==> src/rtl/dac_serial_tx_pkg.sv <==
// dac_serial_tx_pkg: shared DAC constants and serial format selector
package dac_serial_tx_pkg;
  localparam int SAMPLE_RATE = 48000;
  localparam int DAC_WIDTH = 24;
  typedef enum logic {I2S = 1'b1, LEFT_JUSTIFIED = 1'b0} dac_format_t;
endpackage

==> src/rtl/piso_shift_reg.sv <==
// piso_shift_reg: parallel-load, MSB-first shift register
module piso_shift_reg #(
  parameter int WIDTH = 48
) (
  input  logic             clk,
  input  logic             rst,
  input  logic             load,
  input  logic             shift,
  input  logic [WIDTH-1:0] din,
  output logic             msb
);
  logic [WIDTH-1:0] q;
  always_ff @(posedge clk)
    if (rst) q <= '0;
    else if (load) q <= din;
    else if (shift) q <= {q[WIDTH-2:0], 1'b0};
  assign msb = q[WIDTH-1];
endmodule

==> src/rtl/dac_serial_tx.sv <==
// dac_serial_tx: stereo parallel-to-serial I2S / left-justified DAC transmitter
module dac_serial_tx
  import dac_serial_tx_pkg::*;
#(
  parameter int WIDTH    = DAC_WIDTH,
  parameter bit I2S_MODE = bit'(I2S)
) (
  input  logic             clk,
  input  logic             rst,
  input  logic             enable,
  input  logic [WIDTH-1:0] left_data,
  input  logic [WIDTH-1:0] right_data,
  output logic             sclk,
  output logic             lrclk,
  output logic             sd,
  output logic             frame_start
);
  localparam int FRAME = 2 * WIDTH;
  localparam int CW = $clog2(FRAME);
  logic [CW-1:0] cnt, cnt_next;
  logic run, dly, msb, load, shift;
  always_comb begin
    cnt_next = (!run || cnt == CW'(FRAME - 1)) ? '0 : cnt + 1'b1;
    load = enable && cnt_next == '0;
    shift = enable && run && !load;
  end
  piso_shift_reg #(.WIDTH(FRAME)) u_piso (
    .clk  (clk),
    .rst  (rst || !enable),
    .load (load),
    .shift(shift),
    .din  ({left_data, right_data}),
    .msb  (msb)
  );
  always_ff @(posedge clk)
    if (rst || !enable) begin
      cnt <= '0;
      run <= 1'b0;
      dly <= 1'b0;
      lrclk <= 1'b0;
      frame_start <= 1'b0;
    end else begin
      cnt <= cnt_next;
      run <= 1'b1;
      dly <= msb;
      lrclk <= cnt_next >= CW'(WIDTH);
      frame_start <= cnt_next == '0;
    end
  // I2S takes the bit one slot late, so slot 0 carries the previous frame's R LSB
  assign sd = I2S_MODE ? dly : msb;
  assign sclk = run & ~clk;
endmodule

==> config.mk <==
export PLATFORM = sky130hd
export DESIGN_NAME = dac_serial_tx
export DESIGN_NICKNAME = d
export VERILOG_FILES = /design/src/rtl/dac_serial_tx_pkg.sv /design/src/rtl/piso_shift_reg.sv /design/src/rtl/dac_serial_tx.sv
export SDC_FILE = /design/constraint.sdc
export NUM_CORES = 1
export LEC_CHECK = 0
export CAP_MARGIN = 20
export CORE_ASPECT_RATIO = 0.6
export CORE_MARGIN = 4
export CORE_UTILIZATION = 36
export CTS_BUF_LIST = sky130_fd_sc_hd__clkbuf_16
export CTS_CLUSTER_DIAMETER = 40
export DETAILED_ROUTE_END_ITERATION = 10
export PLACE_DENSITY_LB_ADDON = 0.15
export SLEW_MARGIN = 20
export SYNTH_ARGS = -nofsm -noshare
export SYNTH_HDL_FRONTEND = slang
export SYNTH_SLANG_ARGS = --single-unit
==> constraint.sdc <==
create_clock -name clk -period 2.6 [get_ports clk]
set_input_delay 0.78 -clock clk [delete_from_list [all_inputs] [get_ports clk]]
set_output_delay 0.78 -clock clk [all_outputs]
set_load 0.1 [all_outputs]
== Word level (Yosys, flattened, before mapping) ==
Cells that the tools add are included.

* $add $sub $neg: 1
* Shifts and indexed selects: 0
* Reduce and logical (&&, ||, !) cells: 10
* Equality and inequality tests: 1
* Magnitude comparators: 1
* Muxes and demuxes: 4
* Bitwise logic cells: 2
* Multiply operators: 0
* Div/mod/pow operators: 0

{| class="wikitable"
|+ Operator list
! operator !! count
|-
| $mux W48 || 2
|-
| $add A6 B1 Y6 const B || 1
|-
| $eq A6 B6 Y1 const B || 1
|-
| $ge A6 B5 Y1 const B || 1
|-
| $logic_not A6 Y1 || 1
|-
| $mux W6 || 1
|-
| $logic_and A1 B1 Y1 || 3
|-
| $logic_not A1 Y1 || 3
|-
| $logic_or A1 B1 Y1 || 2
|-
| $reduce_bool A2 Y1 || 1
|-
| $and A1 B1 Y1 || 1
|-
| $mux W1 || 1
|-
| $not A1 Y1 || 1
|}

* Bits in read-only memories: 0
* Output and inout port bits: 4
* Bits in latches: 0
* Bits of input ports: 51
* Word-level logic and storage cells: 25
* RAM bits: 0
* Bits in registers: 58
* Memories kept: 0

== Longest topological paths before layout ==
Gate-level depths: netlist of run 1.

* Depth after elaboration: 9
* Mapped depth: 8
* Mapped depth without buffers: 6

== Cells and area by module ==
A second synthesis of run 1 with hierarchy kept.

* Cell total of the unflattened synthesis: 261
* Area, all modules: 2696.3 µm²

{| class="wikitable"
|+ Modules (own cells, without submodules)
! module !! cells each !! sequential area each (µm²) !! instances !! area an instance (µm²)
|-
| piso_shift_reg || 214 || 960.9 || 1 || 2264.7
|-
| dac_serial_tx || 47 || 200.2 || 1 || 431.7
|}

==> impl_metrics.csv, run 1 <==
group,metric,value,unit
power,cell_internal_power,1.99,mW
power,psw,0.576,mW
finish,final_layout_size_suffix_gt1_frac,0.238,
critical_path,timing.critical_path.slowest_stage_cell,"sky130_fd_sc_hd__buf_12",
synthesis,ys_async_sr_fraction,0,
timing,setup-violations-final,0,
global_route,first_pass_grt_wire_length,9570,um
timing,grt_setup_unrepaired,"no",
floorplan,dieArea,0.00843,mm2
finish,diodes,0,
power,power.switching_fraction,0.225,
placement,place.detailed.hpwl,3520,um
floorplan,num_io_pins,55,
power,vdd.ir_drop.worst,0.369,mV
routing,post-route-drc-count,0,
placement,numPlacedInstances,390,
global_route,globalRoute.totalOverflow,0,
critical_path,worst-setup-path-type,"clock port to primary output",
clock_tree,cts_tree,"done",
flow_run,max_cap_violations,0,
global_route,first_global_vias,1981,
routing,detailedRoute.firstIterationViolations,133,
clock_tree,post_cts_resized,9,
power,pwr-share-clk,0.557,
power,power-per-cell-area,747,mW/mm2
critical_path,regToRegSetupSlack,0.43,ns
critical_path,cell_class_contributing_the_biggest_share_of_worst_path_delay,"buffers and inverters",
synthesis,yosysWarnings,0,
worst_hold_path,min-delay-path-class,"flop to flop",
timing,final.setup_skew,0.00748,ns
finish,num-fill-cells,643,
floorplan,std_cell_rows,23,
critical_path,worstPathRequired,1.82,ns
critical_path,crit_path_max_incr_delay,0.18,ns
clock_tree,cts.clk_slew.worst_paths,0.05,ns
finish,layout.cells.most_common,"sky130_fd_sc_hd__dfxtp_1",
placement,routabilityCongestion,0.789,
global_route,overall_track_demand_over_capacity_in_global_routing,0.148,
finish,area_growth,36.7,%
timing,final_critical_path_setup_slack,0.106,ns
timing,timing.hold.ws,0.423,ns
timing,final_hold_viol_count,0,
routing,drt-wirelength-per-cell,14.6,um
global_route,antenna_found_initial,0,
global_route,grt_max_degree,70,
critical_path,crit_arrival,1.71,ns
critical_path,worstSetupStartpointType,"clock port",
critical_path,worstPathBufferInverterCount,2,
synthesis,synth.lib_cells_used.distinct,29,
placement,place_worst_setup_slack,-0.648,ns
critical_path,path_cells,"clkbuf_16 -> nor2_4 -> buf_12",
floorplan,floorplan.initialDensity,0.373,
routing,wl,5950,um
routing,routed_via_density,5.35,
floorplan,die_height,72.7,um
floorplan,placeableCoreArea,0.00673,mm2
power,seq_power_share,0.358,
power,power_frac_comb,0.085,
timing,worstMarginPinSlew,0.512,ns
finish,postLayoutCoreUtil,0.511,
routing,antenna_viol_nets_final,0,
clock_tree,holdBufCountCts,0,
synthesis,avgSynthCellArea,9.21,um2
synthesis,synth_flop_cell,"sky130_fd_sc_hd__dfxtp_1",
finish,fin_cells,407,
synthesis,netlist_area,0.00251,mm2
timing,slew_violations,0,
clock_tree,post-cts-setup-buffers,0,
floorplan,dieWidth,116,um
finish,mostFrequentLayoutCells,"sky130_fd_sc_hd__dfxtp_1, sky130_fd_sc_hd__clkdlybuf4s50_1, sky130_fd_sc_hd__nand3_1",
synthesis,mappedNetlistNets,325,
power,power.leakage,1.21,nW
critical_path,worst_setup_path_end_kind,"primary output",
routing,detailroute.via_count,2178,
synthesis,synth-edff-count,0,
placement,placement.io_buffers,54,
synthesis,synth-seq-cells,58,
synthesis,synthesized_instance_count,273,
clock_tree,clkLatencyLatePin,0.43,ns
timing,slew-limit-headroom,0.659,
routing,dr.pass1.iters,5,
run_status,status,"completed",
finish,final_net_count,368,
critical_path,path_max_fanout,2,
synthesis,yosysSeqAreaShare,0.462,
[sequential cells by signal, summed over array words and instances, names as in the netlist]
signal	count
lrclk	1
sd	1
u_piso.q	48
run	1
frame_start	1
cnt	6
[power groups by stage]
stage | clock, mW | combinational (mW) | sequential, mW
after detailed placement | 0.0457 | 0.218 | 0.937
after CTS | 1.46 | 0.220 | 0.919
after global routing | 1.51 | 0.236 | 0.920
after global placement | 0.0457 | 0.219 | 0.937
after floorplan | 0.0376 | 0.111 | 0.944
final | 1.43 | 0.218 | 0.919
[per-layer routing]
layer / GRT usage / part of all wire / vias up
met3: 0.0621 / 0.058 / 6
li1: - / - / 1096
met2: 0.201 / 0.43 / 49
met5: 0 / 0 / -
met1: 0.203 / 0.51 / 1027
met4: 0.0682 / 0.0089 / 0
[through the flow]
| stage | area, um2 | power [mW] | TNS [ns] |
|---|---|---|---|
| finish | 3440 | 2.57 | 0 |
| global route | 3440 | 2.67 | 0 |
| CTS | 3440 | 2.60 | 0 |
| detailed placement | 3070 | 1.20 | -0.648 |
| global placement | 3070 | 1.20 | -0.648 |
| floorplan | 2520 | 1.09 | 0 |
[cell families (layout without fill, tap and decap cells)]
logic type,after synthesis,count (layout),synth area share
AOI/OAI and AO/OA,53,53,0.171
xor gates and xnor gates,6,6,0.0209
adders and majority gates,2,2,0.00895
buffers and inverters,36,83,0.0761
DFF,58,58,0.462
muxes,2,2,0.00796
and+or+nand+nor,116,116,0.253
[area by class of cell]
type,count,area [um2],share of cell area
multi-input combinational,179,1170,0.341
inverter,3,11.3,0.00328
clock buffer,12,295,0.0859
timing repair buffer,62,603,0.175
tap,87,109,0.0317
clock inverter,6,83.8,0.0244
sequential,58,1160,0.338
[Yosys cell counts, types with 3 or more instances]
library cell	count	area, um2
sky130_fd_sc_hd__dfxtp_1	58	1160
sky130_fd_sc_hd__nand3_1	48	240
sky130_fd_sc_hd__nand4_1	47	294
sky130_fd_sc_hd__o21ai_2	40	350
sky130_fd_sc_hd__clkbuf_1	16	60.1
sky130_fd_sc_hd__nor2_1	9	33.8
sky130_fd_sc_hd__buf_2	8	40.0
sky130_fd_sc_hd__o21ai_0	8	40.0
sky130_fd_sc_hd__buf_6	5	56.3
sky130_fd_sc_hd__xnor2_1	4	35.0
sky130_fd_sc_hd__and2_1	3	18.8
sky130_fd_sc_hd__nand2b_1	3	18.8
[worst paths after layout]
| path | start | end | cells after the start |
|---|---|---|---|
| worst min register to register | u_piso.q[47] | sd | 1 |
| worst max register to register | cnt[1] | u_piso.q[8] | 7 |
| worst max-delay path | clk | sclk | 3 |
| worst min-delay path | u_piso.q[47] | sd | 1 |
Power figures use the tool's default switching activity.
==> run 2: changes to the inputs <==
--- a/config.mk
+++ b/config.mk
@@ -5,7 +5,7 @@
 export SDC_FILE = /design/constraint.sdc
 export NUM_CORES = 1
 export LEC_CHECK = 0
-export CAP_MARGIN = 20
+export CAP_MARGIN = 40
 export CORE_ASPECT_RATIO = 0.6
 export CORE_MARGIN = 4
 export CORE_UTILIZATION = 36
@@ -13,7 +13,7 @@
 export CTS_CLUSTER_DIAMETER = 40
 export DETAILED_ROUTE_END_ITERATION = 10
 export PLACE_DENSITY_LB_ADDON = 0.15
-export SLEW_MARGIN = 20
+export SETUP_SLACK_MARGIN = 0.02
 export SYNTH_ARGS = -nofsm -noshare
 export SYNTH_HDL_FRONTEND = slang
 export SYNTH_SLANG_ARGS = --single-unit
==> results of run 2 <==
No change in the layout: final DEF, timing and power equal those of run 1.
